`config.mk`:
```
export PLATFORM = sky130hd
export DESIGN_NAME = link_state_monitor
export DESIGN_NICKNAME = d
export VERILOG_FILES = /design/src/rtl/link_state_monitor.sv
export SDC_FILE = /design/constraint.sdc
export NUM_CORES = 1
export LEC_CHECK = 0
export BUFFER_PORTS_ARGS = -buffer_cell sky130_fd_sc_hd__buf_2
export CORE_UTILIZATION = 45
export CTS_CLUSTER_SIZE = 12
export DETAILED_ROUTE_END_ITERATION = 6
export GPL_TIMING_DRIVEN = 0
export PLACE_DENSITY_LB_ADDON = 0.08
export SYNTH_ARGS = -nofsm -noshare
export SYNTH_HDL_FRONTEND = slang
export SYNTH_SLANG_ARGS = --single-unit
```
`constraint.sdc`:
```
create_clock -name clk -period 6.3 [get_ports clk]
set_clock_uncertainty 0.15 [all_clocks]
set_input_delay 0.63 -clock clk [delete_from_list [all_inputs] [get_ports clk]]
set_output_delay 0.63 -clock clk [all_outputs]
set_load 0.01 [all_outputs]
```
`src/rtl/link_state_monitor.sv`:
```
// link_state_monitor: qualifies the filtered LINK_ON level into a
// stable link status with up/down event pulses and a drop counter.
module link_state_monitor #(
  parameter int unsigned UP_CYCLES   = 25000,
  parameter int unsigned DOWN_CYCLES = 250,
  parameter int unsigned CNT_W       = 16
) (
  input  logic       clk,
  input  logic       rst,
  input  logic       link_on,
  input  logic       clr_cnt,
  output logic       link_up,
  output logic       up_pulse,
  output logic       down_pulse,
  output logic [7:0] drop_cnt,
  output logic [1:0] state
);

  typedef enum logic [1:0] {
    S_DOWN = 2'd0,
    S_QUAL = 2'd1,
    S_UP   = 2'd2,
    S_HOLD = 2'd3
  } st_t;

  localparam logic [CNT_W-1:0] UP_LAST = CNT_W'(UP_CYCLES - 1);
  localparam logic [CNT_W-1:0] DN_LAST = CNT_W'(DOWN_CYCLES - 1);
  localparam logic [CNT_W-1:0] CNT_ONE = CNT_W'(1);

  st_t             st;
  logic [CNT_W-1:0] cnt;

  assign state = st;

  // Link FSM: qualification counter, status, pulses and drop counter.
  always_ff @(posedge clk or posedge rst) begin
    if (rst) begin
      st         <= S_DOWN;
      cnt        <= '0;
      link_up    <= 1'b0;
      up_pulse   <= 1'b0;
      down_pulse <= 1'b0;
      drop_cnt   <= 8'd0;
    end else begin
      up_pulse   <= 1'b0;
      down_pulse <= 1'b0;
      if (clr_cnt)
        drop_cnt <= 8'd0;
      unique case (st)
        S_DOWN: begin
          if (link_on) begin
            st  <= S_QUAL;
            cnt <= CNT_ONE;
          end else begin
            cnt <= '0;
          end
        end
        S_QUAL: begin
          if (!link_on) begin
            st  <= S_DOWN;
            cnt <= '0;
          end else if (cnt == UP_LAST) begin
            st       <= S_UP;
            cnt      <= '0;
            link_up  <= 1'b1;
            up_pulse <= 1'b1;
          end else begin
            cnt <= cnt + CNT_ONE;
          end
        end
        S_UP: begin
          if (!link_on) begin
            st  <= S_HOLD;
            cnt <= CNT_ONE;
          end
        end
        S_HOLD: begin
          if (link_on) begin
            st  <= S_UP;
            cnt <= '0;
          end else if (cnt == DN_LAST) begin
            st         <= S_DOWN;
            cnt        <= '0;
            link_up    <= 1'b0;
            down_pulse <= 1'b1;
            if (clr_cnt)
              drop_cnt <= 8'd1;
            else if (drop_cnt != 8'hFF)
              drop_cnt <= drop_cnt + 8'd1;
          end else begin
            cnt <= cnt + CNT_ONE;
          end
        end
        default: begin
          st  <= S_DOWN;
          cnt <= '0;
        end
      endcase
    end
  end

endmodule

```
==> results of run 1 <==
-- worst max path at each step --
| stage | from | endpoint | slack [ps] | depth (start not counted) |
|---|---|---|---|---|
| 2_1_floorplan | cnt[1] | drop_cnt[7] | 4340 | 7 |
| 3_3_place_gp | link_on | drop_cnt[7] | 4110 | 6 |
| 3_5_place_dp | link_on | drop_cnt[7] | 4080 | 6 |
| 4_1_cts | cnt[1] | cnt[10] | 4140 | 9 |
| 5_1_grt | cnt[1] | cnt[10] | 4020 | 9 |
| 6_report | cnt[1] | cnt[10] | 4170 | 9 |
-- cell usage in the layout, fill, tap and decap left out, types with 4 or more instances in the layout --
master    Yosys  final
a21oi_1      10     10
and3_1        4      4
buf_2         3     18
clkbuf_8      0      6
dfrtp_1      29     29
inv_1         5      5
mux2i_1       5      5
nand2_1      27     27
nand3_1       9      9
nor2_1       14     14
nor2b_1       6      6
nor3_1        9      9
o21ai_0       7      7
o22ai_1       4      4
xnor2_1       4      4
xor2_1        4      4
-- where the power goes --
part           switching (mW)  internal [mW]  total (mW)
combinational          0.0666         0.0433       0.110
clock                  0.0683         0.0864       0.155
sequential             0.0174          0.199       0.217
-- registers in the layout, indices dropped and copies added, names as in the netlist, named ones only --
signal	flops
drop_cnt	8
up_pulse	1
state	1
down_pulse	1
cnt	16
link_up	1
-- layout make-up --
class	instances	share of cell area
Multi-Input combinational cell	141	0.481
Tap cell	46	0.0302
Clock buffer	7	0.0453
Sequential cell	29	0.381
Inverter	5	0.00984
Buffer	5	0.0138
Timing Repair Buffer	15	0.0394
-- critical path: cells and delay by family, from the launching register on --
kind	cells	cell delay, ps
AOI/OAI and AO/OA	1	110
adders and majority gates	1	140
buffers and inverters	3	460
DFF	1	390
and+or+nand+nor	4	760
-- routing by layer --
| layer | track usage | part of all wire | up-vias |
|---|---|---|---|
| li1 | - | - | 680 |
| met1 | 0.237 | 0.44 | 663 |
| met2 | 0.345 | 0.51 | 27 |
| met3 | 0.0326 | 0.028 | 5 |
| met4 | 0.125 | 0.021 | 0 |
| met5 | 0 | 0 | - |
-- stage by stage --
stage,power [mW],instances
after floorplan,0.301,180
after global placement,0.329,241
after detailed placement,0.332,241
after CTS,0.488,248
after global routing,0.509,248
final,0.481,248
-- cell families after synthesis --
| family | count (synthesis) | synth area share |
|---|---|---|
| multiplexers | 6 | 0.0385 |
| AND/OR/NAND/NOR | 94 | 0.336 |
| AO/OA/AOI/OAI | 30 | 0.105 |
| adder cells (fa/ha/maj) | 3 | 0.0222 |
| XOR/XNOR | 8 | 0.0415 |
| buffers and inverters | 10 | 0.0267 |
| flip-flops | 29 | 0.430 |
==> impl_metrics.ini, run 1 <==
[status]
outcome = finished, final reports clean

[sta]
drv_slew = 0
worst_slew_pin_slew_ps = 1130
max_slew_margin = 0.248
fin_setup_tns_ps = 0
whs_ps = 354
fin_crit_sh = 0.339
layout_setup_ws_ps = 4170
rsz0062_at_grt = no
setup_viol = 0
min_period_ps = 2130
fmax_mhz = 469
finalHoldViolations = 0

[cells_and_area]
diodes = 0
nNetsFinal = 209
final_cell_area_mm2 = 0.00191
layout.area.seq_um2 = 726
area.growth.synth_to_final_pct = 13.0
multi_input_area_um2 = 917
finish.utilization = 0.550
fillers = 320
layout-drive-gt1-share = 0.193

[cts]
clkTransAtPathRegs_ps = 60
hold_buffers = 0
cts_setup_buffers = 0
cts_buffer_depth = 2
cts_tree = built
htree_num_levels = 2
cts_buffers = 5
cts.sinks = 29
clock_latency_ps = 280
cts_resized = 0
cts-root-buf = clkbuf_8

[routing]
wl_um = 3490
routed_via_density = 5.54
routedWlPerCell_um = 14.1
routed-via-count = 1375
drtAntennaViolNets = 0
drtIter0Drc = 63
drt_first_pass_iters = 4
drc = 0

[critical_path]
cp-start-kind = register
crit_type = reg2reg
r2r-end = cnt[10]
max_stage_delay_ps = 390
crit_chain = inv_1 -> ha_1 -> nor4b_4 -> nand4_4 -> nor2b_1 -> buf_2 -> nor2_4 -> buf_4 -> o211ai_1
reg2reg_slack_ps = 4170
crit_path_end_kind = register
cp.required_ps = 6310
rr_worst_depth = 9
crit_path_top_delay_cell = dfrtp_1
rr_startpoint = cnt[1]
cp.arrival_ps = 2140
path_max_fanout = 10

[global_route]
antenna_found_initial = 0
grt_max_degree = 30
first_global_vias = 1359
grt_use_total = 0.203
gr-total-overflow = 0
grt_pass1_wl_um = 6140

[logic_synthesis]
synth_commonest_cells = 29 x dfrtp_1, 27 x nand2_1, 14 x nor2_1, 10 x a21oi_1
synth_warnings = 0
yosysMostFrequentCell = dfrtp_1
ys_seq_area_frac = 0.430
syn_inst = 180
synth_top_area_cell = dfrtp_1
syn_area_mm2 = 0.00169
synth_area_leaders = dfrtp_1 43%, nand2_1 6.0%, nor2_1 3.1%
ys_ff_latch = 29
syn_avg_cell_area_um2 = 9.38
syn_nets = 187
synth_cell_types = 43
synth_edf_count = 0
async_flop_share = 1.00
ys.flop_type = dfrtp_1
synth_top_cell_area_share = 0.430

[min_path]
hold_end = link_up
hp-start = link_up
min_path_cells = 2
hp-class = reg2reg

[pwr]
p_leak_nw = 0.835
ir_worst_vdd_uv = 144
power.density_mw_per_mm2 = 252

[placement]
dpl_cell_area_mm2 = 0.00182
dp_hpwl_um = 2500
dpl_worst_slack_ps = 4080
port_buffers = 15
gp_congestion = 0.791

[die]
die-area_mm2 = 0.00400
core_region_area_mm2 = 0.00347
std_cell_rows = 21
io_pins = 17
die_h_um = 63.2
die_w_um = 63.2
start_util = 0.487

[flow_run]
drv_cap = 0
No activity file was read; power rests on OpenSTA's default activity.
==> run 2: changes to the inputs <==
==> constraint.sdc (replaced) <==
create_clock -name clk -period 1.7 [get_ports clk]
set_clock_uncertainty 0.15 [all_clocks]
set_input_delay 0.17 -clock clk [delete_from_list [all_inputs] [get_ports clk]]
set_output_delay 0.17 -clock clk [all_outputs]
set_load 0.01 [all_outputs]
==> impl_metrics.ini, run 2 (same netlist as run 1, synthesis figures left out) <==
[min_path]
hp-class = in2async

[pwr]
power.density_mw_per_mm2 = 963
p_leak_nw = 0.999
ir_worst_vdd_uv = 723

[cts]
htree_num_levels = 2
cts_buffers = 5
cts.sinks = 29
clkTransAtPathRegs_ps = 60
cts-root-buf = clkbuf_8
cts_tree = built
clock_latency_ps = 280
cts_buffer_depth = 2

[global_route]
grt_use_total = 0.208
grt_pass1_wl_um = 6390
grt_max_degree = 30
antenna_found_initial = 0
gr-total-overflow = 0
first_global_vias = 1389

[cells_and_area]
area.growth.synth_to_final_pct = 32.2
final_cell_area_mm2 = 0.00223
nNetsFinal = 224
largest_register = cnt
layout_commonest_cell = dfrtp_1
diodes = 0
final_cell_mix = 28 x dfrtp_1, 25 x nand2_1, 17 x buf_2
layout-drive-gt1-share = 0.387
top_regs = cnt: 16 flops, drop_cnt: 8 flops
largest_reg_flops = 16

[routing]
drc = 0
routedWlPerCell_um = 14.7
drt_first_pass_iters = 4
drtAntennaViolNets = 0
routed_via_density = 5.43
wl_um = 3860
routed-via-count = 1427
drtIter0Drc = 81

[sta]
min_period_ps = 1960
finalHoldViolations = 0
setup_viol = 27
rsz0062_at_grt = yes
layout_setup_ws_ps = -261
drv_slew = 0
fin_setup_tns_ps = -4630
max_slew_margin = 0.250
fmax_mhz = 510
worst_slew_pin_slew_ps = 1120
fin_crit_sh = 1.15

[critical_path]
cp-start-kind = register
crit_chain = nor2b_2 -> nand2_2 -> nor4_4 -> buf_4 -> mux2i_1 -> nor2_1
max_stage_delay_ps = 460
rr_worst_depth = 6
cp.arrival_ps = 1960
reg2reg_slack_ps = -260
crit_type = reg2reg
r2r-end = drop_cnt[5]
path_max_fanout = 8
cp.required_ps = 1700
crit_path_end_kind = register
crit_path_top_delay_cell = dfrtp_1

[placement]
dp_hpwl_um = 2500
port_buffers = 15
dpl_cell_area_mm2 = 0.00183
gp_congestion = 0.739

[die]
core_region_area_mm2 = 0.00347
die_h_um = 63.2
std_cell_rows = 21
die-area_mm2 = 0.00400
start_util = 0.487
io_pins = 17
die_w_um = 63.2

[status]
violations = negative setup slack
outcome = finished, violations left

[flow_run]
drv_cap = 0
run 2: worst max-delay path by stage:
| stage | start | to | slack (ps) |
|---|---|---|---|
| final | register | drop_cnt[5] | -260 |
| after global routing | register | drop_cnt[5] | -390 |
| after CTS | cnt[1] | drop_cnt[6] | -250 |
| after detailed placement | cnt[1] | cnt[10] | -370 |
| after global placement | cnt[0] | cnt[10] | -360 |
| after floorplan | cnt[1] | cnt[10] | -180 |
run 2: power by group:
| part | internal (mW) | switching [mW] | leakage (nW) |
|---|---|---|---|
| sequential | 0.741 | 0.0776 | 0.398 |
| clock | 0.321 | 0.256 | 0.0443 |
| combinational | 0.360 | 0.393 | 0.556 |
| total | 1.42 | 0.726 | 0.999 |
run 2: worst max-delay path, delay by kind of cell (launching register included):
| kind | cells | cell delay [ps] |
|---|---|---|
| simple gates | 4 | 870 |
| flops | 1 | 460 |
| mux | 1 | 180 |
| buf+inv | 1 | 170 |
run 2: per-stage QoR:
stage	total power, mW	hold slack (ps)	worst slack (ps)	util	instances
3_5_place_dp	1.25	345	-371	0.527	241
6_report	2.15	19.2	-261	0.643	263
4_1_cts	2.01	55.4	-246	0.600	256
2_1_floorplan	1.13	98.1	-179	-	180
5_1_grt	2.24	70.5	-385	0.643	263
3_3_place_gp	1.23	327	-357	0.527	241
run 2: final cells by class:
| class | instances | area (um2) |
|---|---|---|
| Fill cell | 303 | 1240 |
| Multi-Input combinational cell | 141 | 1090 |
| Sequential cell | 29 | 727 |
| Timing Repair Buffer | 31 | 221 |
| Clock buffer | 7 | 86.3 |
| Tap cell | 46 | 57.6 |
| Buffer | 4 | 25.0 |
| Inverter | 5 | 18.8 |
run 2: what timing repair did:
item                                    4_1_cts  5_1_grt
hold buffers                                  0        0
pin swaps                                    11       15
cloned                                        1        0
setup buffers                                 8        7
endpoints found under the setup margin       27       28
resized for setup                            28       25
run 2: layer usage:
metal / part of all wire / GRT usage / vias to the layer above / wire length, um
met2: 0.52 / 0.375 / 24 / 2020
met5: 0 / 0 / - / 0
met3: 0.032 / 0.0489 / 5 / 125
met1: 0.43 / 0.238 / 687 / 1660
met4: 0.015 / 0.0767 / 0 / 58
li1: - / - / 711 / -
